===== config.mk =====
export PLATFORM = sky130hd
export DESIGN_NAME = pio_edge_capture_irq_flat
export DESIGN_NICKNAME = d
export VERILOG_FILES = /design/src/rtl/pio_edge_capture_irq_pkg.sv /design/src/rtl/pio_edge_capture_irq_if.sv /design/src/rtl/pio_edge_capture_irq_debounce_bit.sv /design/src/rtl/pio_edge_capture_irq.sv /design/src/flat_wrapper.sv
export SDC_FILE = /design/constraint.sdc
export NUM_CORES = 1
export LEC_CHECK = 0
export BUFFER_PORTS_ARGS = -buffer_cell sky130_fd_sc_hd__buf_2
export CAP_MARGIN = 20
export CORE_UTILIZATION = 56
export CTS_BUF_LIST = sky130_fd_sc_hd__clkbuf_4 sky130_fd_sc_hd__clkbuf_8 sky130_fd_sc_hd__clkbuf_16
export DETAILED_ROUTE_END_ITERATION = 8
export PLACE_DENSITY = 0.79
export SLEW_MARGIN = 25
export SYNTH_ARGS = -nofsm -noshare
export SYNTH_HDL_FRONTEND = slang
export SYNTH_HIERARCHICAL = 1
export SYNTH_SLANG_ARGS = --single-unit

===== constraint.sdc =====
create_clock -name clk -period 1.2 [get_ports clk]
set_input_delay 0.12 -clock clk [delete_from_list [all_inputs] [get_ports clk]]
set_output_delay 0.12 -clock clk [all_outputs]
set_load 0.03 [all_outputs]

===== src/rtl/pio_edge_capture_irq_pkg.sv =====
// Shared constants for the PIO edge-capture interrupt slave: bus widths and
// the register word addresses.
package pio_edge_capture_irq_pkg;

    localparam int ADDR_W = 3;
    localparam int DATA_W = 32;

    localparam logic [ADDR_W-1:0] ADDR_DATA     = 3'd0;
    localparam logic [ADDR_W-1:0] ADDR_RISE_EN  = 3'd1;
    localparam logic [ADDR_W-1:0] ADDR_FALL_EN  = 3'd2;
    localparam logic [ADDR_W-1:0] ADDR_IRQ_MASK = 3'd3;
    localparam logic [ADDR_W-1:0] ADDR_EDGE_CAP = 3'd4;

endpackage


===== src/rtl/pio_edge_capture_irq_if.sv =====
// Avalon-MM slave bus of the edge-capture block, shared by the RTL and the bench.
interface pio_edge_capture_irq_if;
    import pio_edge_capture_irq_pkg::*;

    // Handshake: a write commits on the clock edge where chipselect & ~write_n.
    // There is no waitrequest; readdata is the registered address mux and is
    // valid one clock after address is presented, whether or not chipselect is set.
    logic [ADDR_W-1:0] address;
    logic              chipselect;
    logic              write_n;
    logic [DATA_W-1:0] writedata;
    logic [DATA_W-1:0] readdata;

    modport master (
        output address, chipselect, write_n, writedata,
        input  readdata
    );

    modport slave (
        input  address, chipselect, write_n, writedata,
        output readdata
    );

endinterface


===== src/rtl/pio_edge_capture_irq_debounce_bit.sv =====
// One monitored pin: 2-flop synchronizer followed by a stable-count debouncer.
// DEBOUNCE_CYCLES = 0 turns the debounced value into the synchronizer output.
module pio_debounce_bit #(
    parameter int DEBOUNCE_CYCLES = 16,
    parameter int CNT_W           = 5
) (
    input  logic clk,
    input  logic reset_n,
    input  logic pin,
    output logic debounced
);

    logic sync0;
    logic sync_q;

    always_ff @(posedge clk or negedge reset_n) begin
        if (!reset_n) begin
            sync0  <= 1'b0;
            sync_q <= 1'b0;
        end else begin
            sync0  <= pin;
            sync_q <= sync0;
        end
    end

    generate
        if (DEBOUNCE_CYCLES == 0) begin : g_bypass
            assign debounced = sync_q;
        end else begin : g_debounce
            localparam logic [CNT_W-1:0] CNT_LAST = CNT_W'(DEBOUNCE_CYCLES - 1);
            logic [CNT_W-1:0] cnt;

            always_ff @(posedge clk or negedge reset_n) begin
                if (!reset_n) begin
                    cnt       <= '0;
                    debounced <= 1'b0;
                end else if (sync_q == debounced) begin
                    cnt <= '0;
                end else if (sync0 != sync_q) begin
                    // sync_q is about to move again, so the stable window restarts
                    cnt <= '0;
                end else if (cnt == CNT_LAST) begin
                    debounced <= sync_q;
                    cnt       <= '0;
                end else begin
                    cnt <= cnt + 1'b1;
                end
            end
        end
    endgenerate

endmodule


===== src/rtl/pio_edge_capture_irq.sv =====
// Avalon-MM slave that debounces the PIO input pins, latches enabled rising and
// falling edges into a sticky W1C register and raises a masked level interrupt.
module pio_edge_capture_irq
    import pio_edge_capture_irq_pkg::*;
#(
    parameter int WIDTH           = 8,
    parameter int DEBOUNCE_CYCLES = 16,
    parameter int CNT_W           = 5
) (
    input  logic                  clk,
    input  logic                  reset_n,
    input  logic [WIDTH-1:0]      pin_in,
    pio_edge_capture_irq_if.slave bus,
    output logic                  irq
);

    logic [WIDTH-1:0]  debounced;
    logic [WIDTH-1:0]  debounced_prev;
    logic [WIDTH-1:0]  rise_en;
    logic [WIDTH-1:0]  fall_en;
    logic [WIDTH-1:0]  irq_mask;
    logic [WIDTH-1:0]  edge_cap;
    logic [WIDTH-1:0]  edge_hit;
    logic [WIDTH-1:0]  wdata_w;
    logic [WIDTH-1:0]  w1c;
    logic              wr;
    logic [DATA_W-1:0] rd_mux;
    logic              unused_wdata;

    for (genvar i = 0; i < WIDTH; i++) begin : g_pin
        pio_debounce_bit #(
            .DEBOUNCE_CYCLES (DEBOUNCE_CYCLES),
            .CNT_W           (CNT_W)
        ) u_debounce (
            .clk       (clk),
            .reset_n   (reset_n),
            .pin       (pin_in[i]),
            .debounced (debounced[i])
        );
    end

    assign wr           = bus.chipselect & ~bus.write_n;
    assign wdata_w      = bus.writedata[WIDTH-1:0];
    assign unused_wdata = ^bus.writedata;
    assign w1c          = (wr && bus.address == ADDR_EDGE_CAP) ? wdata_w : '0;
    assign edge_hit     = (debounced & ~debounced_prev & rise_en) |
                          (~debounced & debounced_prev & fall_en);

    always_comb begin
        rd_mux = '0;
        case (bus.address)
            ADDR_DATA:     rd_mux[WIDTH-1:0] = debounced;
            ADDR_RISE_EN:  rd_mux[WIDTH-1:0] = rise_en;
            ADDR_FALL_EN:  rd_mux[WIDTH-1:0] = fall_en;
            ADDR_IRQ_MASK: rd_mux[WIDTH-1:0] = irq_mask;
            ADDR_EDGE_CAP: rd_mux[WIDTH-1:0] = edge_cap;
            default:       rd_mux = '0;
        endcase
    end

    always_ff @(posedge clk or negedge reset_n) begin
        if (!reset_n) begin
            debounced_prev <= '0;
            rise_en        <= '0;
            fall_en        <= '0;
            irq_mask       <= '0;
            edge_cap       <= '0;
            irq            <= 1'b0;
            bus.readdata   <= '0;
        end else begin
            debounced_prev <= debounced;
            if (wr && bus.address == ADDR_RISE_EN)  rise_en  <= wdata_w;
            if (wr && bus.address == ADDR_FALL_EN)  fall_en  <= wdata_w;
            if (wr && bus.address == ADDR_IRQ_MASK) irq_mask <= wdata_w;
            // A fresh edge overrides a clear of the same bit in the same clock
            edge_cap       <= (edge_cap & ~w1c) | edge_hit;
            irq            <= |(edge_cap & irq_mask);
            bus.readdata   <= rd_mux;
        end
    end

endmodule


===== src/flat_wrapper.sv =====
// flat-port wrapper written by rule: the top's interface ports become plain ports
module pio_edge_capture_irq_flat import pio_edge_capture_irq_pkg::*;
#(
    parameter int WIDTH           = 8,
    parameter int DEBOUNCE_CYCLES = 16,
    parameter int CNT_W           = 5
)
  (clk, reset_n, pin_in, irq, bus_address, bus_chipselect, bus_write_n, bus_writedata, bus_readdata);
  pio_edge_capture_irq_if bus_i ();
  input  logic clk;
  input  logic reset_n;
  input  logic [WIDTH-1:0] pin_in;
  output logic irq;
  input wire logic [$bits(bus_i.address)-1:0] bus_address;
  input wire logic [$bits(bus_i.chipselect)-1:0] bus_chipselect;
  input wire logic [$bits(bus_i.write_n)-1:0] bus_write_n;
  input wire logic [$bits(bus_i.writedata)-1:0] bus_writedata;
  output wire logic [$bits(bus_i.readdata)-1:0] bus_readdata;
  assign bus_i.address = bus_address;
  assign bus_i.chipselect = bus_chipselect;
  assign bus_i.write_n = bus_write_n;
  assign bus_i.writedata = bus_writedata;
  assign bus_readdata = bus_i.readdata;
  pio_edge_capture_irq #(.WIDTH(WIDTH), .DEBOUNCE_CYCLES(DEBOUNCE_CYCLES), .CNT_W(CNT_W)) u_core (.clk(clk), .reset_n(reset_n), .pin_in(pin_in), .bus(bus_i), .irq(irq));
endmodule

* Yosys cells after proc, flatten, opt, wreduce, memory -nomap -nowiden
Cells that the tools add are included.
Word-level totals: bits in registers 113, bits of input ports 47, output and inout port bits 33, word-level logic and storage cells 144
Cells by class: $add $sub $neg 8, equality and inequality tests 28, muxes and demuxes 26, bitwise logic cells 29, reduce and logical (&&, ||, !) cells 14
Operators with widths (number):
- 2-to-1 mux 5 bit | 24
- bitwise AND 8 bit | 6
- adder 5 x 1 -> 5 bit, second input constant | 8
- equality test 5 x 4 -> 1 bit, second input constant | 8
- one-hot mux 8 bit (5 select lines) | 1
- inverter 8 bit | 3
- AND reduction 3 bit | 8
- inverter 1 bit | 17
- bitwise OR 8 bit | 2
- equality test 1 bit | 8
- 2-to-1 mux 8 bit | 1
- inequality test 1 bit | 8
- OR reduction 8 bit | 1
- equality test 3 x 2 -> 1 bit, second input constant | 2
- logical AND 1 bit | 4
- equality test 3 x 1 -> 1 bit, second input constant | 1
- equality test 3 bit, second input constant | 1
- zero test 3 bit | 1
- bitwise AND 1 bit | 1

* Longest topological paths before layout
Gate-level depths: netlist of the first run.
word-level depth 7, depth in mapped cells 5, gate-level depth less buffers 4

* Cells and area by module
The synthesis of the first run kept the hierarchy.
Modules (own cells, without submodules):
- pio_debounce_bit | times used 8, cells each 25, area an instance 325.3 sq um, sequential area each 200.2 sq um
- pio_edge_capture_irq | times used 1, cells each 195, area an instance 2379.8 sq um, sequential area each 1226.2 sq um

* Worst setup path before layout of the first run
No wires, ideal clock.
path kind input-to-reg, start point input port bus_address[2], end point register u_core.fall_en[0], setup time 0.125 ns, arrival 1.025 ns, required time 1.075 ns, slack 0.050 ns, stages on the path 5, path buffers 2, cell sequence buf_2 > nor2b_4 > and3b_1 > buf_6 > mux2_2
On the way: word-level cells in the longest chain between the ends 2
RTL lines:
- start: declaration | RTL line flat_wrapper.sv:14 | input wire logic [$bits(bus_i.address)-1:0] bus_address;
- equality test 3 x 2 -> 1 bit | RTL line pio_edge_capture_irq.sv:73 | if (wr && bus.address == ADDR_FALL_EN) fall_en <= wdata_w;
- logical AND 1 bit | RTL line pio_edge_capture_irq.sv:73
- end signal: assignment | RTL line pio_edge_capture_irq.sv:73
- end: declaration | RTL line pio_edge_capture_irq.sv:20 | logic [WIDTH-1:0] fall_en;
No other way between the ends. A chain may end at the register's enable or synchronous reset.

* Worst setup path in the final report of the first run
start point register u_core.bus.readdata[6], end point output port bus_readdata[6]
RTL lines:
- start: declaration | RTL line pio_edge_capture_irq_if.sv:21 | output readdata
- start signal: assignment | RTL line pio_edge_capture_irq.sv:78 | bus.readdata <= rd_mux;
- end: declaration | RTL line flat_wrapper.sv:18 | output wire logic [$bits(bus_i.readdata)-1:0] bus_readdata;
No word-level cell between the ends.

==> metrics, run 1 <==
outcome complete, no violations; Max rail drop VDD 1250 uV; largest net degree at the start of global routing 42; number of synthesized flops with an enable pin 0; hold path depth 3; root buffer cell clkbuf_8; Hold Crit Class in -> reg; remaining antenna violation count 0; Pwr Total 11.0 mW; Synth area leader dfrtp_1; Crit path arrival time 1.04 ns; Starting Density 0.574; gr usage total 0.238; Num CTS Buffers 17; fin nets 536; Worst R2R Start u_core/g_pin[3].u_debounce/g_debounce.cnt[0]; area of the multi-input gates 2060 um^2; Synth Flop Type dfrtp_1; Simple-Gate Fraction of Synth Area 0.159; CTS tree done; Worst R2R End u_core/g_pin[3].u_debounce/g_debounce.cnt[0]; Via Count 3316; die width 96.3 um; routed len/inst 16.2 um; Rows 34; CTS Sinks 113; largest cells by area after synthesis dfrtp_1 (57%), mux2_2 (7.0%), buf_4 (3.8%); CP Max Fanout 1; HP Start bus_address[2]; Slowest-stage cell, CP dfrtp_1; crit start category flop; Hold EP u_core/bus.readdata[5]; grt total ovfl 0; Worst Reg2Reg Path Length in Cells 3; Slew headroom 0.517; first-pass iteration count of the detailed router 4; clock slew at reported path FFs 0.05 ns; Critical Path RT 1.08 ns; Setup-failing EPs final 0; Mapped Cells 395; Setup crit end kind output pin; die area 9280 um^2; setup TNS 0 ns; Synth async-reset ratio 1.00; setup ws final 0.0398 ns; clk_lat worst skew 0.51 ns; Syn-to-layout area delta 26.1%; slowest stage delay, CP 0.37 ns; Iter 0 DRT Violations 129; Worst-Margin Slew 0.723 ns; Yosys reg bits 113; XOR/XNOR share of the synthesized area 0.0281; first-pass GRT wire length 16100 um; largest family of logic cells by synthesized area simple AND/OR/NAND/NOR gates; Final Hold Vio Count 0; synthesized area per cell 12.6 um^2; mapped cell area 4980 um^2; I/O pin cnt 80; MaxCap Viol Count 0; Yosys top cell area share 0.568; worst reg2reg setup slack 0.06 ns; mux cell area share after synthesis 0.0861; Pleak 3.07 nW; crit path cell chain buf_4; H-tree depth 4; unrepaired setup endpoints after global routing yes; CTS max path bufs 2; core area 8680 um^2; GPL Wtd Cong 0.803; number of global-route vias before repair 3412; initial antenna violation count 0; layout cells sized above 1 0.314; Synth Area in Adders 0.0201; post-layout min period 1.16 ns; # fillers 594; CP top delay family flip-flops; Post-route DRC 0; DP Wirelength 6140 um; IO Port Bufs 31; final hold slack 0.0393 ns; pre-CTS WS -0.131 ns; Max Freq 862 MHz; DR vias/cell 5.51; Final period util 0.967; pwr dens 1750 nW/um^2; Sequential Area 2830 um^2; CP bufs+invs 1; crit path kind reg -> out; Ys Warns 6; DRT Wirelength 9770 um; post-synthesis sequential area ratio 0.568; design area 6280 um^2; die height 96.3 um; Max Slew Vio Count 0; final clock skew 0.00588 ns; Netlist cell types 37; Synth Area in Compound Gates 0.0886; ant diodes 0; placed cell areas 5350 um^2
## layer usage
| layer | global-route usage | share of wire |
|---|---|---|
| met1 | 0.291 | 0.44 |
| met2 | 0.402 | 0.52 |
| met3 | 0.0616 | 0.026 |
| met4 | 0.0980 | 0.0095 |
| met5 | 0 | 0 |
## worst max-delay path by stage
stage	from	endpoint	slack (ns)	cells past startpoint
2_1_floorplan	bus_address[2]	u_core/fall_en[0]	0.05	5
3_3_place_gp	bus_write_n	u_core/fall_en[5]	-0.13	6
3_5_place_dp	bus_write_n	u_core/fall_en[0]	-0.13	6
4_1_cts	u_core/bus.readdata[3]	bus_readdata[3]	0.009	1
5_1_grt	u_core/g_pin[6].u_debounce/g_debounce.cnt[0]	u_core/g_pin[6].u_debounce/debounced	-0.03	4
6_report	u_core/bus.readdata[6]	bus_readdata[6]	0.04	1
## cell type report
cell class,instances,area share
Clock buffer,18,0.0681
Tap cell,108,0.0215
Timing Repair Buffer,75,0.0930
Sequential cell,113,0.450
Clock inverter,14,0.0375
Multi-Input combinational cell,270,0.327
Inverter,4,0.00239
## report_power, final
part           total (mW)  switching, mW  internal (mW)
registers            4.38          0.251           4.13
clock network        5.58           1.74           3.84
logic                1.01          0.536          0.479
## cell usage after synthesis (all sizes together), types with 9 or more instances
cell type  number
a21o            9
nand2b          9
dfrtp         113
mux2           31
o22ai           9
o21ai          13
and3b          10
nand2          24
and3           24
nand3          19
buf            31
## cell families after synthesis
| kind of cell | count (synthesis) |
|---|---|
| xor+xnor | 16 |
| flops | 113 |
| other cells | 1 |
| mux | 39 |
| compound gates | 56 |
| buf+inv | 35 |
| simple gates | 127 |
| fa+ha+maj | 8 |
## cells in the final DEF, fill, tap and decap left out, types with 5 or more instances in the layout
cell	n
a21o_1	9
a221o_1	5
conb_1	24
buf_4	27
nand4_1	5
and3_1	24
mux2i_1	8
nand3b_1	8
xnor2_1	8
nand2_1	16
clkbuf_16	16
mux2_2	31
o211ai_1	8
dlygate4sd3_1	18
and2_2	8
nand2b_1	9
o21ai_0	13
and3b_1	10
o22ai_2	8
nand3_1	17
dfrtp_1	113
xor2_1	8
buf_2	26
nand4b_1	8
nor2_1	8
bufinv_16	6
nand2_2	8
## stage by stage
step	cells	util
after floorplan	418	-
after global placement	550	0.616
after detailed placement	550	0.616
after CTS	600	0.714
after global routing	602	0.724
final	602	0.724
## what timing repair did
item | CTS | global route
endpoints found under the hold margin | 149 | 0
hold buffers | 18 | 0
setup endpoints to repair | 0 | 26
gates resized for setup | 0 | 21
setup buffers | 0 | 2
## flip-flops by register name, summed over array words and instances (netlist names)
| register | flops |
|---|---|
| u_core/bus.readdata | 8 |
| u_core/debounced_prev | 8 |
| u_core/edge_cap | 8 |
| u_core/fall_en | 8 |
| u_core/g_pin.u_debounce/debounced | 8 |
| u_core/g_pin.u_debounce/g_debounce.cnt | 40 |
| u_core/g_pin.u_debounce/sync0 | 8 |
| u_core/g_pin.u_debounce/sync_q | 8 |
| u_core/irq | 1 |
| u_core/irq_mask | 8 |
| u_core/rise_en | 8 |
## worst min-delay path, stage by stage
cell     delay, ns
buf_2         0.16
buf_4         0.15
o22ai_1       0.06
Power figures use the tool's default switching activity.
==> run 2, diff against run 1 <==
clock period = 1.1 ns   (was 1.2 ns; I/O delays follow)
==> run 2 against run 1 <==
The flow now finishes with violations (negative setup slack). Die area is the same. Combinational power grew 29%. Cell area grew 2.8%. First-iteration DRC count grew 29%. Global-route usage grew 0.42 points. Hold slack gained 0.020 ns. Largest power group unchanged. Highest routed layer unchanged.
==> metrics, run 2 (synthesized netlist as in run 1, its figures left out) <==
Critical Path RT 1.47 ns (was 1.08 ns); Biggest register u_core/g_pin.u_debounce/g_debounce.cnt (unchanged); Inst Count DP 569 (was 550); fin nets 567 (was 536); final clock skew 0.00592 ns (was 0.00588 ns); initial antenna violation count 0 (unchanged); Post-route DRC 0 (unchanged); Hold Crit Class in -> reg (unchanged); clock slew at reported path FFs 0.05 ns (about the same); Worst-Margin Slew 0.707 ns (was 0.723 ns); CTS max path bufs 2 (unchanged); Iter 0 DRT Violations 167 (was 129); Rows 34 (unchanged); Num CTS Buffers 17 (unchanged); hold path depth 3 (unchanged); die height 96.3 um (unchanged); Worst R2R End u_core/g_pin[5].u_debounce/debounced (was u_core/g_pin[3].u_debounce/g_debounce.cnt[0]); placed cell areas 5480 um^2 (was 5350 um^2); DR vias/cell 5.52 (was 5.51); Starting Density 0.574 (unchanged); IO Port Bufs 31 (unchanged); layout cells sized above 1 0.358 (was 0.314); routed len/inst 16.6 um (was 16.2 um); design area 6460 um^2 (was 6280 um^2); first-pass GRT wire length 16500 um (was 16100 um); Worst Reg2Reg Path Length in Cells 4 (was 3); I/O pin cnt 80 (unchanged); unrepaired setup endpoints after global routing yes (unchanged); Via Count 3477 (was 3316); Max Freq 847 MHz; HP Start bus_address[0] (was bus_address[2]); most frequent cells in the layout dfrtp_1 (111), buf_4 (56), mux2_2 (30), conb_1 (24), and3_1 (24) (was dfrtp_1 (113), mux2_2 (31), buf_4 (27), buf_2 (26)); first-pass iteration count of the detailed router 4 (unchanged); Setup crit end kind flop (was output pin); failing checks negative setup slack; Hold EP u_core/bus.readdata[5] (unchanged); DRT Wirelength 10400 um (was 9770 um); critical path launch point u_core/g_pin[5].u_debounce/g_debounce.cnt[0] (was u_core/bus.readdata[6]); die width 96.3 um (unchanged); Final period util 1.07; Final Hold Vio Count 0 (unchanged); gr usage total 0.243 (was 0.238); Worst R2R Start u_core/g_pin[5].u_debounce/g_debounce.cnt[0] (was u_core/g_pin[3].u_debounce/g_debounce.cnt[0]); leading cell type in the layout, fill and taps excluded dfrtp_1 (unchanged); crit path kind reg -> reg (was reg -> out); number of global-route vias before repair 3530 (was 3412); worst reg2reg setup slack -0.08 ns (was 0.06 ns); remaining antenna violation count 0 (unchanged); ant diodes 0 (unchanged); outcome finished, violations left (was complete, no violations); DP Wirelength 6480 um (was 6140 um); CTS tree done (unchanged); Setup-failing EPs final 27 (was 0); post-layout min period 1.18 ns; Syn-to-layout area delta 29.6% (was 26.1%); pwr dens 1710 nW/um^2 (was 1750 nW/um^2); clk_lat worst skew 0.50 ns (was 0.51 ns); H-tree depth 4 (unchanged); largest net degree at the start of global routing 69 (was 42); Max Slew Vio Count 0 (unchanged); final hold slack 0.0593 ns (was 0.0393 ns); CTS Sinks 113 (unchanged); die area 9280 um^2 (unchanged); post-route non-filler standard cell count 630 (was 602); MaxCap Viol Count 0 (unchanged); Slew headroom 0.528 (was 0.517); setup ws final -0.0802 ns (was 0.0398 ns); root buffer cell clkbuf_8 (unchanged); CP Max Fanout 5 (was 1); Crit path arrival time 1.55 ns (was 1.04 ns); crit start category flop (unchanged); GPL Wtd Cong 0.797 (was 0.803); max reg flops 40 (unchanged); Pleak 3.19 nW (was 3.07 nW); Max rail drop VDD 1390 uV (was 1250 uV); grt total ovfl 0 (unchanged); core area 8680 um^2 (unchanged)
## run 2: repair_timing
action / CTS / global route
gates resized for setup: 27 / 10
hold buffers: 18 / 0
pin swaps: 13 / 20
endpoints found under the setup margin: 38 / 47
buffers inserted: 8 / 6
hold endpoints to repair: 150 / 0
## run 2: worst max-delay path by stage
stage | end | slack, ns | cells after the start
after floorplan | u_core/fall_en[0] | 0.008 | 5
after global placement | u_core/bus.readdata[3] | -0.26 | 4
after detailed placement | u_core/bus.readdata[3] | -0.27 | 4
after CTS | bus_readdata[0] | -0.05 | 1
after global routing | u_core/g_pin[5].u_debounce/debounced | -0.12 | 4
final | u_core/g_pin[5].u_debounce/debounced | -0.08 | 4
## run 2: per-layer routing
layer  global-route usage  vias to the layer above  part of all wire
met5                    0                        -                 0
met4               0.0968                        0             0.016
met3               0.0750                       15             0.033
met2                0.423                       76              0.52
met1                0.278                     1762              0.43
li1                     -                     1624                 -
## run 2: cell type report
type	count	area (um^2)
clock buffers	24	498
inverters	4	15.0
multi-input cells	270	2080
flip-flops and latches	113	2830
well taps	108	135
fillers	562	2220
repair buffers	106	847
clock inverters	5	53.8
## run 2: per-stage QoR
| step | power, mW | setup WS, ns | TNS, ns | util |
|---|---|---|---|---|
| final | 11.1 | -0.0802 | -0.683 | 0.744 |
| after global routing | 11.5 | -0.123 | -2.55 | 0.744 |
| after CTS | 11.1 | -0.0530 | -0.544 | 0.733 |
| after detailed placement | 5.94 | -0.275 | -6.09 | 0.632 |
| after global placement | 5.89 | -0.259 | -4.99 | 0.632 |
| after floorplan | 5.52 | 0.00827 | 0 | - |
## run 2: where the power goes
part	internal [mW]	switching (mW)
registers	4.51	0.269
logic	0.662	0.638
clock network	3.29	1.70
total	8.46	2.61
## run 2: worst max-delay path: stages (launching register included)
cell and delay [ns]:
dfrtp_1 0.35, ha_2 0.20, nand4b_1 0.23, nand2_1 0.16, o211ai_1 0.10
